## config.mk

```make
export PLATFORM = sky130hd
export DESIGN_NAME = hex_line_formatter
export DESIGN_NICKNAME = d
export VERILOG_FILES = /design/src/rtl/hex_line_formatter.sv
export SDC_FILE = /design/constraint.sdc
export NUM_CORES = 1
export LEC_CHECK = 0
export CAP_MARGIN = 5
export CORE_MARGIN = 3
export CORE_UTILIZATION = 24
export CTS_CLUSTER_SIZE = 8
export DETAILED_ROUTE_END_ITERATION = 6
export GPL_ROUTABILITY_DRIVEN = 0
export SYNTH_ARGS = -nofsm -noshare
export SYNTH_HDL_FRONTEND = slang
export SYNTH_SLANG_ARGS = --single-unit
export TNS_END_PERCENT = 30
```

## constraint.sdc

```tcl
create_clock -name clk -period 2.25 [get_ports clk]
set_input_delay 0.45 -clock clk [delete_from_list [all_inputs] [get_ports clk]]
set_output_delay 0.45 -clock clk [all_outputs]
set_load 0.03 [all_outputs]
```

## src/rtl/hex_line_formatter.sv

```systemverilog
// Drains NBYTES bytes from the readback stage and streams them to the UART as
// hex-dump lines: "OOOO: HH HH ... \r\n", one character per tx_start/tx_busy handshake.
module hex_line_formatter #(
    parameter int NBYTES = 512,
    parameter int BPL    = 16,
    parameter int RD_LAT = 2
) (
    input  logic       clk,
    input  logic       rst,
    input  logic       start,
    input  logic [7:0] byte_in,
    output logic       next,
    output logic [7:0] tx_dat,
    output logic       tx_start,
    input  logic       tx_busy,
    output logic       busy,
    output logic       done
);

    localparam logic [3:0] S_IDLE  = 4'd0;
    localparam logic [3:0] S_OFS   = 4'd1;
    localparam logic [3:0] S_COLON = 4'd2;
    localparam logic [3:0] S_SP0   = 4'd3;
    localparam logic [3:0] S_FETCH = 4'd4;
    localparam logic [3:0] S_WAIT  = 4'd5;
    localparam logic [3:0] S_HI    = 4'd6;
    localparam logic [3:0] S_LO    = 4'd7;
    localparam logic [3:0] S_SP    = 4'd8;
    localparam logic [3:0] S_CR    = 4'd9;
    localparam logic [3:0] S_LF    = 4'd10;
    localparam logic [3:0] S_FIN   = 4'd11;

    logic [3:0]  state_reg;
    logic [1:0]  phase_reg;
    logic [1:0]  digit_reg;
    logic [15:0] byte_cnt_reg;
    logic [15:0] line_ofs_reg;
    logic [7:0]  line_cnt_reg;
    logic [7:0]  lat_reg;
    logic [7:0]  hold_reg;
    logic [7:0]  tx_dat_reg;
    logic        tx_start_reg;
    logic        next_reg;
    logic        busy_reg;
    logic        done_reg;

    logic [15:0] ofs_shift;
    logic [15:0] cnt_inc;
    logic [7:0]  line_inc;
    logic [7:0]  ch;

    function automatic logic [7:0] hex_ascii(input logic [3:0] n);
        return (n < 4'd10) ? (8'h30 + {4'h0, n}) : (8'h37 + {4'h0, n});
    endfunction

    assign ofs_shift = line_ofs_reg << {digit_reg, 2'b00};
    assign cnt_inc   = byte_cnt_reg + 16'd1;
    assign line_inc  = line_cnt_reg + 8'd1;

    always_comb begin
        ch = 8'h00;
        case (state_reg)
            S_OFS:        ch = hex_ascii(ofs_shift[15:12]);
            S_COLON:      ch = 8'h3A;
            S_SP0, S_SP:  ch = 8'h20;
            S_HI:         ch = hex_ascii(hold_reg[7:4]);
            S_LO:         ch = hex_ascii(hold_reg[3:0]);
            S_CR:         ch = 8'h0D;
            S_LF:         ch = 8'h0A;
            default:      ch = 8'h00;
        endcase
    end

    always_ff @(posedge clk or posedge rst) begin
        if (rst) begin
            state_reg    <= S_IDLE;
            phase_reg    <= 2'd0;
            digit_reg    <= 2'd0;
            byte_cnt_reg <= 16'd0;
            line_ofs_reg <= 16'd0;
            line_cnt_reg <= 8'd0;
            lat_reg      <= 8'd0;
            hold_reg     <= 8'd0;
            tx_dat_reg   <= 8'd0;
            tx_start_reg <= 1'b0;
            next_reg     <= 1'b0;
            busy_reg     <= 1'b0;
            done_reg     <= 1'b0;
        end else begin
            next_reg     <= 1'b0;
            tx_start_reg <= 1'b0;
            done_reg     <= 1'b0;
            case (state_reg)
                S_IDLE: begin
                    if (start) begin
                        busy_reg     <= 1'b1;
                        byte_cnt_reg <= 16'd0;
                        line_ofs_reg <= 16'd0;
                        line_cnt_reg <= 8'd0;
                        digit_reg    <= 2'd0;
                        phase_reg    <= 2'd0;
                        state_reg    <= S_OFS;
                    end
                end
                S_FETCH: begin
                    next_reg  <= 1'b1;
                    lat_reg   <= 8'(RD_LAT);
                    state_reg <= S_WAIT;
                end
                S_WAIT: begin
                    // byte_in is only trusted in the cycle the latency count expires
                    if (lat_reg == 8'd0) begin
                        hold_reg  <= byte_in;
                        state_reg <= S_HI;
                    end else begin
                        lat_reg <= lat_reg - 8'd1;
                    end
                end
                S_FIN: begin
                    done_reg  <= 1'b1;
                    busy_reg  <= 1'b0;
                    state_reg <= S_IDLE;
                end
                S_OFS, S_COLON, S_SP0, S_HI, S_LO, S_SP, S_CR, S_LF: begin
                    // phase 0: wait idle UART; 1-2: blind to tx_busy rise; 3: wait idle, advance
                    case (phase_reg)
                        2'd0: begin
                            if (!tx_busy) begin
                                tx_dat_reg   <= ch;
                                tx_start_reg <= 1'b1;
                                phase_reg    <= 2'd1;
                            end
                        end
                        2'd1: phase_reg <= 2'd2;
                        2'd2: phase_reg <= 2'd3;
                        default: begin
                            if (!tx_busy) begin
                                phase_reg <= 2'd0;
                                case (state_reg)
                                    S_OFS: begin
                                        digit_reg <= digit_reg + 2'd1;
                                        if (digit_reg == 2'd3) state_reg <= S_COLON;
                                    end
                                    S_COLON: state_reg <= S_SP0;
                                    S_SP0:   state_reg <= S_FETCH;
                                    S_HI:    state_reg <= S_LO;
                                    S_LO:    state_reg <= S_SP;
                                    S_SP: begin
                                        byte_cnt_reg <= cnt_inc;
                                        line_cnt_reg <= (line_inc == 8'(BPL)) ? 8'd0 : line_inc;
                                        if (cnt_inc == 16'(NBYTES) || line_inc == 8'(BPL))
                                            state_reg <= S_CR;
                                        else
                                            state_reg <= S_FETCH;
                                    end
                                    S_CR:    state_reg <= S_LF;
                                    default: begin
                                        line_ofs_reg <= byte_cnt_reg;
                                        digit_reg    <= 2'd0;
                                        state_reg    <= (byte_cnt_reg == 16'(NBYTES)) ? S_FIN : S_OFS;
                                    end
                                endcase
                            end
                        end
                    endcase
                end
                default: state_reg <= S_IDLE;
            endcase
        end
    end

    assign next     = next_reg;
    assign tx_dat   = tx_dat_reg;
    assign tx_start = tx_start_reg;
    assign busy     = busy_reg;
    assign done     = done_reg;

endmodule

```

==> results of run 1 <==
cells by family after synthesis:
| group | Yosys count | share of synthesized area |
|---|---|---|
| compound gates | 133 | 0.193 |
| xor+xnor | 13 | 0.0260 |
| fa+ha+maj | 12 | 0.0342 |
| buf+inv | 50 | 0.0477 |
| flops | 75 | 0.428 |
| mux | 15 | 0.0479 |
| other cells | 1 | 0.000855 |
| simple gates | 197 | 0.222 |
stage by stage:
| step | utilization | TNS (ns) | hold slack, ns |
|---|---|---|---|
| 2_1_floorplan | - | 0 | 0.445 |
| 3_5_place_dp | 0.292 | -0.00745 | 0.469 |
| 5_1_grt | 0.310 | -0.0104 | 0.501 |
| 3_3_place_gp | 0.292 | 0 | 0.462 |
| 6_report | 0.310 | 0 | 0.480 |
| 4_1_cts | 0.309 | 0 | 0.482 |
how the worst min path moves through the flow:
stage,to,cells after the start
CTS,line_ofs_reg[4],2
floorplan,line_ofs_reg[11],2
global placement,line_ofs_reg[4],2
global route,line_ofs_reg[4],2
detailed placement,line_ofs_reg[4],2
finish,line_ofs_reg[4],2
critical path: stages, from the launching register on:
cell     delay [ns]
dfrtp_1        0.40
inv_1          0.06
ha_1           0.15
or3b_4         0.41
o31ai_4        0.21
o221a_4        0.27
nand4_4        0.19
mux2_4         0.35
power groups by stage:
stage	Clock, uW	Combinational [uW]	Sequential [uW]
after floorplan	0	1770	2040
after global placement	0	2690	1950
after detailed placement	0	2720	1960
after CTS	1500	2750	1940
after global routing	1560	3060	2000
final	1460	2740	1940
Yosys cell counts, types with 5 or more instances:
cell and n:
nor2b_1 6, nand2b_1 7, nand2_1 69, xnor2_1 8
nand3_1 15, o21ai_0 66, clkbuf_1 18, nand4_1 11
nor2_1 46, xor2_1 5, a31oi_1 8, o31ai_1 7
mux2_2 8, and3_1 5, a21oi_1 22, dfrtp_1 75
nor3_1 11, ha_1 12, inv_1 23
routing by layer:
layer	up-vias	track usage	share of wire
li1	1867	-	-
met1	1799	0.156	0.50
met2	59	0.174	0.46
met3	12	0.0122	0.025
met4	0	0.0367	0.013
met5	-	0	0
layout make-up:
type / count / area, sq um / area share
clock inverter: 6 / 65.1 / 0.0119
sequential: 75 / 1880 / 0.345
tap: 225 / 282 / 0.0517
timing repair buffer: 66 / 588 / 0.108
inverter: 23 / 90.1 / 0.0165
multi-input combinational: 371 / 2300 / 0.423
clock buffer: 10 / 239 / 0.0439
repair_timing:
item                       CTS  global route
pin swaps                    0             3
resized for setup            1             2
setup endpoints to repair    4            10
==> run summary, run 1 <==
FF-to-FF End -> hold_reg[6]
Largest area contributor in the netlist -> dfrtp_1
Via count -> 3,737
Combinational Power Share -> 0.446
Placed Cells -> 760
RSZ-0062 raised after global routing -> true
Final HPWL DP -> 7760 microns
Clk buf depth -> 2
Final setup fails -> 0
Initial DRC Count -> 296
Post-synthesis net count -> 520
Crit Path Class -> flip-flop to flip-flop
Antenna violations before repair -> 0
Die H -> 141 microns
Placed instance area -> 5130 sq um
Setup Skew -> 0.00779 ns
Post-CTS Hold Buffers -> 0
Reg2reg start -> lat_reg[0]
Leak -> 0.00225 uW
Post-synth EDFFs -> 0
Initial Utilization -> 0.249
Synth warn -> 0
Crit path max fanout -> 8
Cell area after layout -> 5450 sq um
CTS tree -> built
Seq pwr share -> 0.316
CTS Root Cell -> clkbuf_16
Switching power -> 2390 uW
Global-route wire length before repair -> 18,300 microns
Row count -> 48
Fin crit share -> 0.960
Critical path data arrival time -> 2.38 ns
Setup crit end kind -> flip-flop
Avg Cell Area, Syn -> 8.84 sq um
Setup slack after placement -> -0.00745 ns
Post-route insts no fill -> 776
Design internal power -> 3750 uW
Area Growth Syn to Fin -> 24.2%
Filler cells -> 1,831
Commonest non-fill, non-tap cell in the layout -> dfrtp_1
Gr usage total -> 0.110
Post-CTS Setup Inserts -> 0
I/O pin cnt -> 24
Post-route DRC -> 0
DRT Pass-1 Iters -> 4
Critical path startpoint category -> flip-flop
CP Data Required Time -> 2.47 ns
Yosys top cell area share -> 0.428
Critical Path End -> hold_reg[6]
Die ar. -> 19,900 sq um
# H-tree levels -> 3
Clock sinks -> 75
Congestion Overflow GR -> 0
Total power -> 6140 uW
Final Critical Period -> 2.16 ns
IO Port Bufs -> 22
Worst-path clk slew -> 0.06 ns
Area contributors post-synth -> dfrtp_1, o21ai_0, nand2_1
Outcome -> completed
Hold_sp -> line_ofs_reg[4]
Layout Nets -> 570
Max Clock Freq -> 463 MHz
Share of cells above drive strength 1 -> 0.167
Sequential share of the synthesized area -> 0.428
Final Max Tran Viols -> 0
Switching share of power -> 0.390
PwrDens -> 1130 nW/um^2
Total of max-cap violations -> 0
DR WL/cell -> 13.5 microns
Clock power share -> 0.238
Worst-Skew Late Latency -> 0.33 ns
Mapped Cells -> 496
Pin count of the biggest net entering global routing -> 36
Top FF cell, synth -> dfrtp_1
Antenna cell count -> 0
Routed Antenna Nets -> 0
FF+latch count, synth -> 75
Worst R2R Path Depth -> 7
Crit. Startpoint -> lat_reg[0]
Via/cell ratio -> 4.82
Worst vdd ir -> 0.546 mV
Die W -> 141 microns
Vias in the first global route -> 3,692
Final WL -> 10,500 microns
Mapped cell area -> 4380 sq um
CTS Buf Count -> 9
PnR worst setup slack -> 0.0894 ns
Commonest non-fill, non-tap cells in the layout -> dfrtp_1, nand2_1, o21ai_0
Hold Violations, Final -> 0
R2r setup slk -> 0.09 ns
Core area -> 17,600 sq um
Worst Hold Class -> flip-flop to flip-flop
Synth cell types -> 66
Async SR Flop Fraction -> 1.00
Power figures use the tool's default switching activity.
==> run 2: changes to the inputs <==
--- a/config.mk
+++ b/config.mk
@@ -6,11 +6,14 @@
 export NUM_CORES = 1
 export LEC_CHECK = 0
 export CAP_MARGIN = 5
+export CELL_PAD_IN_SITES_DETAIL_PLACEMENT = 0
+export CELL_PAD_IN_SITES_GLOBAL_PLACEMENT = 1
 export CORE_MARGIN = 3
 export CORE_UTILIZATION = 24
 export CTS_CLUSTER_SIZE = 8
 export DETAILED_ROUTE_END_ITERATION = 6
 export GPL_ROUTABILITY_DRIVEN = 0
+export PLACE_DENSITY_LB_ADDON = 0.1
 export SYNTH_ARGS = -nofsm -noshare
 export SYNTH_HDL_FRONTEND = slang
 export SYNTH_SLANG_ARGS = --single-unit
==> run 2 against run 1 <==
Worst setup slack improved by 0.028 ns; worst hold slack got worse by 0.0042 ns; power increased by 0.13%; clock skew increased by 0.00052 ns; register-to-register slack improved by 0.03 ns; sequential cell count unchanged; non-clock buffer count increased by 5; wire length increased by 15%; clock power decreased by 4%; first-iteration DRC count decreased by 27%; clock-buffer cell count increased by 2; sequential power about the same; highest routed layer unchanged.
==> run summary, run 2 (synthesized netlist as in run 1, its figures left out) <==
Outcome -> completed (unchanged)
Switching power -> 2430 uW (was 2390 uW)
Reg2reg start -> lat_reg[0] (unchanged)
Congestion Overflow GR -> 0 (unchanged)
Commonest non-fill, non-tap cell in the layout -> dfrtp_1 (unchanged)
Fin crit share -> 0.948 (was 0.960)
Post-CTS Hold Buffers -> 0 (unchanged)
Max Clock Freq -> 469 MHz (was 463 MHz)
Crit Path Class -> flip-flop to flip-flop (unchanged)
Die H -> 141 microns (unchanged)
Design internal power -> 3720 uW (was 3750 uW)
Core area -> 17,600 sq um (unchanged)
Die ar. -> 19,900 sq um (unchanged)
Clock sinks -> 75 (unchanged)
Routed Antenna Nets -> 0 (unchanged)
Setup Skew -> 0.00830 ns (was 0.00779 ns)
Worst R2R Path Depth -> 7 (unchanged)
Crit path max-delay cell type -> dfrtp_1 (was or3b_4)
Cell area after layout -> 5460 sq um (was 5450 sq um)
CP Cell Sequence -> inv_1 > ha_2 > or3b_4 > o31ai_4 > o221a_4 > nand4_4 > mux2_4 (was inv_1 > ha_1 > or3b_4 > o31ai_4 > o221a_4 > nand4_4 > mux2_4)
CTS Buf Count -> 9 (unchanged)
CTS tree -> built (unchanged)
Global-route wire length before repair -> 20,300 microns (was 18,300 microns)
Rel. slew slack -> 0.673
Total power -> 6150 uW (was 6140 uW)
Antenna cell count -> 0 (unchanged)
Final setup fails -> 0 (unchanged)
Filler cells -> 1,867 (was 1,831)
I/O pin cnt -> 24 (unchanged)
WP buf/inv -> 1 (unchanged)
Initial Utilization -> 0.249 (unchanged)
Final WL -> 12,100 microns (was 10,500 microns)
Leak -> 0.00227 uW (was 0.00225 uW)
Final Critical Period -> 2.13 ns (was 2.16 ns)
Layout Nets -> 575 (was 570)
Crit path max fanout -> 8 (unchanged)
Clk buf depth -> 2 (unchanged)
Setup crit end kind -> flip-flop (unchanged)
DRT Pass-1 Iters -> 4 (unchanged)
Share of cells above drive strength 1 -> 0.169 (was 0.167)
PwrDens -> 1130 nW/um^2 (about the same)
Critical path startpoint category -> flip-flop (unchanged)
Area Growth Syn to Fin -> 24.5% (was 24.2%)
Final HPWL DP -> 8780 microns (was 7760 microns)
R2r setup slk -> 0.12 ns (was 0.09 ns)
# H-tree levels -> 3 (unchanged)
Antenna violations before repair -> 0 (unchanged)
Worst-Skew Late Latency -> 0.34 ns (was 0.33 ns)
Initial DRC Count -> 217 (was 296)
RSZ-0062 raised after global routing -> true (unchanged)
Crit. Startpoint -> lat_reg[0] (unchanged)
Critical Path End -> hold_reg[6] (unchanged)
IO Port Bufs -> 22 (unchanged)
Seq pwr share -> 0.315 (was 0.316)
CP Data Required Time -> 2.47 ns (about the same)
Commonest non-fill, non-tap cells in the layout -> dfrtp_1, nand2_1, o21ai_0 (unchanged)
Die W -> 141 microns (unchanged)
Worst-path clk slew -> 0.06 ns (about the same)
Worst-margin pin slew -> 0.485 ns
Placed instance area -> 5160 sq um (was 5130 sq um)
CP top delay family -> simple AND/OR/NAND/NOR gates (unchanged)
FF-to-FF End -> hold_reg[6] (unchanged)
Via count -> 3,699 (was 3,737)
Pin count of the biggest net entering global routing -> 52 (was 36)
DR WL/cell -> 15.5 microns (was 13.5 microns)
Slowest stage delay, CP -> 0.40 ns (was 0.41 ns)
Gr usage total -> 0.127 (was 0.110)
Vias in the first global route -> 3,754 (was 3,692)
CTS Root Cell -> clkbuf_16 (unchanged)
Combinational Power Share -> 0.457 (was 0.446)
Row count -> 48 (unchanged)
Final Max Tran Viols -> 0 (unchanged)
Switching share of power -> 0.395 (was 0.390)
Total of max-cap violations -> 0 (unchanged)
Worst vdd ir -> 0.699 mV (was 0.546 mV)
Via/cell ratio -> 4.74 (was 4.82)
WP depth -> 7 (unchanged)
Clock power share -> 0.228 (was 0.238)
Critical path data arrival time -> 2.36 ns (was 2.38 ns)
Post-layout util -> 0.310 (about the same)
Hold Violations, Final -> 0 (unchanged)
Post-route DRC -> 0 (unchanged)
Worst Hold Class -> flip-flop to flip-flop (unchanged)
run 2: cell types whose count changed in the layout (fill, tap and decap cells not counted):
cell        before  now
clkbuf_8         1    0
clkinvlp_4       5    1
ha_2             0    1
buf_4           41   46
clkbuf_1         0    3
ha_1            12   11
clkinv_2         1    2
run 2: layout make-up:
cell class	instances	area (sq um)	area share
Clock buffer	12	236	0.0433
Clock inverter	3	40.0	0.00733
Inverter	23	90.1	0.0165
Multi-Input combinational cell	371	2310	0.423
Sequential cell	75	1880	0.344
Tap cell	225	282	0.0516
Timing Repair Buffer	71	626	0.115
run 2: stage by stage:
step                      setup WS, ns  setup TNS [ns]  hold WS (ns)  std cells
after floorplan                 0.0925               0         0.445        496
after global placement          0.0380               0         0.459        764
after detailed placement        0.0259               0         0.469        764
after CTS                       0.0238               0         0.481        779
after global routing          -0.00584        -0.00584         0.516        780
final                            0.117               0         0.476        780
run 2: power groups by stage:
stage,Sequential [uW],Clock [uW],Combinational [uW]
floorplan,2040,0,1770
global placement,1950,0,2780
detailed placement,1960,0,2800
CTS,1940,1460,2810
global route,1990,1520,3160
finish,1930,1400,2810
run 2: routing by layer:
layer	track usage	vias up	part of all wire
li1	-	1871	-
met1	0.182	1782	0.51
met2	0.191	39	0.45
met3	0.0329	7	0.027
met4	0.0306	0	0.010
met5	0	-	0
run 2: worst min path at each step:
stage | startpoint | end | slack [ns] | cells after the start
floorplan | line_ofs_reg[11] | line_ofs_reg[11] | 0.44 | 2
global placement | line_ofs_reg[4] | line_ofs_reg[4] | 0.46 | 2
global route | line_ofs_reg[4] | line_ofs_reg[4] | 0.52 | 2
CTS | line_ofs_reg[3] | line_ofs_reg[3] | 0.48 | 2
detailed placement | line_ofs_reg[3] | line_ofs_reg[3] | 0.47 | 2
finish | line_ofs_reg[3] | line_ofs_reg[3] | 0.48 | 2
run 2: repair_timing:
action / CTS / global route
endpoints found under the setup margin: 0 / 13
setup buffers: 0 / 1
resized for setup: 0 / 4
hold endpoints to repair: 0 / 0
run 2: worst register-to-register path: stages, from the launching register on:
cell     delay [ns]
dfrtp_1        0.40
inv_1          0.07
ha_2           0.16
or3b_4         0.39
o31ai_4        0.21
o221a_4        0.25
nand4_4        0.18
mux2_4         0.35
==> run 3: changes to the inputs <==
--- a/config.mk
+++ b/config.mk
@@ -12,6 +12,7 @@
 export CORE_UTILIZATION = 24
 export CTS_CLUSTER_SIZE = 8
 export DETAILED_ROUTE_END_ITERATION = 6
+export DONT_BUFFER_PORTS = 1
 export GPL_ROUTABILITY_DRIVEN = 0
 export PLACE_DENSITY_LB_ADDON = 0.1
 export SYNTH_ARGS = -nofsm -noshare
==> run 3 against run 2 <==
Final area is 5.3% lower; sequential share of layout area increased by 1.9 points; via count is 2.7% lower; sequential cell count stayed put; sequential power rose by 9.8%; global-route usage barely moved; register-to-register slack is essentially flat; worst setup slack got worse by 0.0053 ns; die area is the same; combinational power decreased by 13%; wire length hardly changed; critical path depth unchanged; largest cell class unchanged.
==> run summary, run 3 (synthesized netlist as in run 1, its figures left out) <==
Outcome -> completed (unchanged)
Post-CTS Setup Inserts -> 0 (unchanged)
Final Critical Period -> 2.14 ns (was 2.13 ns)
Congestion Overflow GR -> 0 (unchanged)
Fin Hold WS -> 0.259 ns (was 0.476 ns)
Core area -> 17,600 sq um (unchanged)
Hold Violations, Final -> 0 (unchanged)
Routed Antenna Nets -> 0 (unchanged)
Row count -> 48 (unchanged)
Final WL -> 12,100 microns (about the same)
Crit path max-delay cell type -> or3b_4 (was dfrtp_1)
Critical path startpoint category -> flip-flop (unchanged)
R2r setup slk -> 0.11 ns (was 0.12 ns)
Slowest stage delay, CP -> 0.42 ns (was 0.40 ns)
Setup Skew -> 0.00588 ns (was 0.00830 ns)
IO Port Bufs -> 0 (was 22)
Via/cell ratio -> 4.80 (was 4.74)
I/O pin cnt -> 24 (unchanged)
Via count -> 3,600 (was 3,699)
Final HPWL DP -> 8800 microns (was 8780 microns)
Initial Utilization -> 0.249 (unchanged)
Global-route wire length before repair -> 20,100 microns (was 20,300 microns)
RSZ-0062 raised after global routing -> true (unchanged)
Final setup fails -> 0 (unchanged)
Total of max-cap violations -> 0 (unchanged)
Die H -> 141 microns (unchanged)
CP Data Required Time -> 2.47 ns (about the same)
Total power -> 5870 uW (was 6150 uW)
Fin crit share -> 0.950 (was 0.948)
CTS Root Cell -> clkbuf_16 (unchanged)
DR WL/cell -> 16.1 microns (was 15.5 microns)
Worst-Skew Late Latency -> 0.34 ns (about the same)
Post-route insts no fill -> 750 (was 780)
Post-route DRC -> 0 (unchanged)
# H-tree levels -> 3 (unchanged)
FF-to-FF End -> hold_reg[4] (was hold_reg[6])
Layout Nets -> 547 (was 575)
Area Growth Syn to Fin -> 17.9% (was 24.5%)
DRT Pass-1 Iters -> 4 (unchanged)
Antenna violations before repair -> 0 (unchanged)
Crit. Startpoint -> lat_reg[0] (unchanged)
Hold path cells -> 1 (was 2)
Worst-path clk slew -> 0.06 ns (about the same)
WP buf/inv -> 1 (unchanged)
Worst Hold Class -> input port to flip-flop (was flip-flop to flip-flop)
PwrDens -> 1140 nW/um^2 (was 1130 nW/um^2)
Crit path max fanout -> 8 (unchanged)
Post-layout util -> 0.294 (was 0.310)
CP top delay family -> simple AND/OR/NAND/NOR gates (unchanged)
Initial DRC Count -> 281 (was 217)
Share of cells above drive strength 1 -> 0.160 (was 0.169)
Max Clock Freq -> 468 MHz (was 469 MHz)
Setup crit end kind -> flip-flop (unchanged)
Leak -> 0.00214 uW (was 0.00227 uW)
Reg2reg start -> lat_reg[0] (unchanged)
Gr usage total -> 0.127 (about the same)
Placed Cells -> 736 (was 764)
Crit Path Class -> flip-flop to flip-flop (unchanged)
Setup slack after placement -> 0.0197 ns (was 0.0259 ns)
Commonest non-fill, non-tap cell in the layout -> dfrtp_1 (unchanged)
Filler cells -> 1,872 (was 1,867)
CP Cell Sequence -> inv_1 > ha_1 > or3b_4 > o31ai_4 > o221a_4 > nand4_4 > mux2_4 (was inv_1 > ha_2 > or3b_4 > o31ai_4 > o221a_4 > nand4_4 > mux2_4)
CTS Buf Count -> 9 (unchanged)
Commonest non-fill, non-tap cells in the layout -> dfrtp_1, nand2_1, o21ai_0 (unchanged)
CTS tree -> built (unchanged)
Hold_sp -> byte_in[4] (was line_ofs_reg[3])
Die ar. -> 19,900 sq um (unchanged)
PnR worst setup slack -> 0.112 ns (was 0.117 ns)
Critical path data arrival time -> 2.36 ns (about the same)
Clk buf depth -> 2 (unchanged)
Vias in the first global route -> 3,614 (was 3,754)
Pin count of the biggest net entering global routing -> 40 (was 52)
Antenna cell count -> 0 (unchanged)
WHS Endpoint -> hold_reg[4] (was line_ofs_reg[3])
Die W -> 141 microns (unchanged)
Worst R2R Path Depth -> 7 (unchanged)
Final Max Tran Viols -> 0 (unchanged)
Clock sinks -> 75 (unchanged)
Worst vdd ir -> 0.474 mV (was 0.699 mV)
run 3: changes by cell type in the layout (fill, tap and decap cells not counted), sizes merged:
cell	change
clkdlybuf4s50	-22
buf	-7
clkinv	-2
bufinv	-1
clkbuf	+1
dlygate4sd3	+1
run 3: where the power goes:
group	internal (uW)	switching, uW	leakage, uW
registers	1650	467	0.000981
clock network	760	552	0.000122
logic	1060	1380	0.00104
run 3: how the worst max path moves through the flow:
stage                         to  slack [ns]  cells past startpoint
finish               hold_reg[4]        0.11                      7
global route        state_reg[2]      -0.009                      6
CTS                  hold_reg[0]        0.03                      7
detailed placement   hold_reg[0]        0.02                      7
global placement     hold_reg[0]        0.08                      7
floorplan            hold_reg[0]        0.09                      7
run 3: cell type report:
type,count,area (sq um),share of cell area
Inverter,23,90.1,0.0174
Tap cell,225,282,0.0545
Timing Repair Buffer,43,363,0.0702
Clock buffer,13,250,0.0484
Sequential cell,75,1880,0.363
Multi-Input combinational cell,371,2300,0.446
run 3: what timing repair did:
| action | in CTS | in global routing |
|---|---|---|
| hold buffers | 1 | 0 |
| hold endpoints to repair | 4 | 0 |
| resized for setup | 1 | 2 |
| pin swaps | 0 | 2 |
| endpoints found under the setup margin | 1 | 12 |
run 3: through the flow:
stage | area (sq um) | TNS (ns)
global route | 5170 | -0.00914
detailed placement | 4900 | 0
global placement | 4900 | 0
finish | 5170 | 0
floorplan | 4390 | 0
CTS | 5160 | 0
run 3: metal layers:
metal	up-vias	share of wire	track usage	wire, microns
met5	-	0	0	0
met4	0	0.021	0.0505	251
met3	16	0.030	0.0214	357
met2	59	0.44	0.187	5290
met1	1708	0.51	0.185	6170
li1	1817	-	-	-
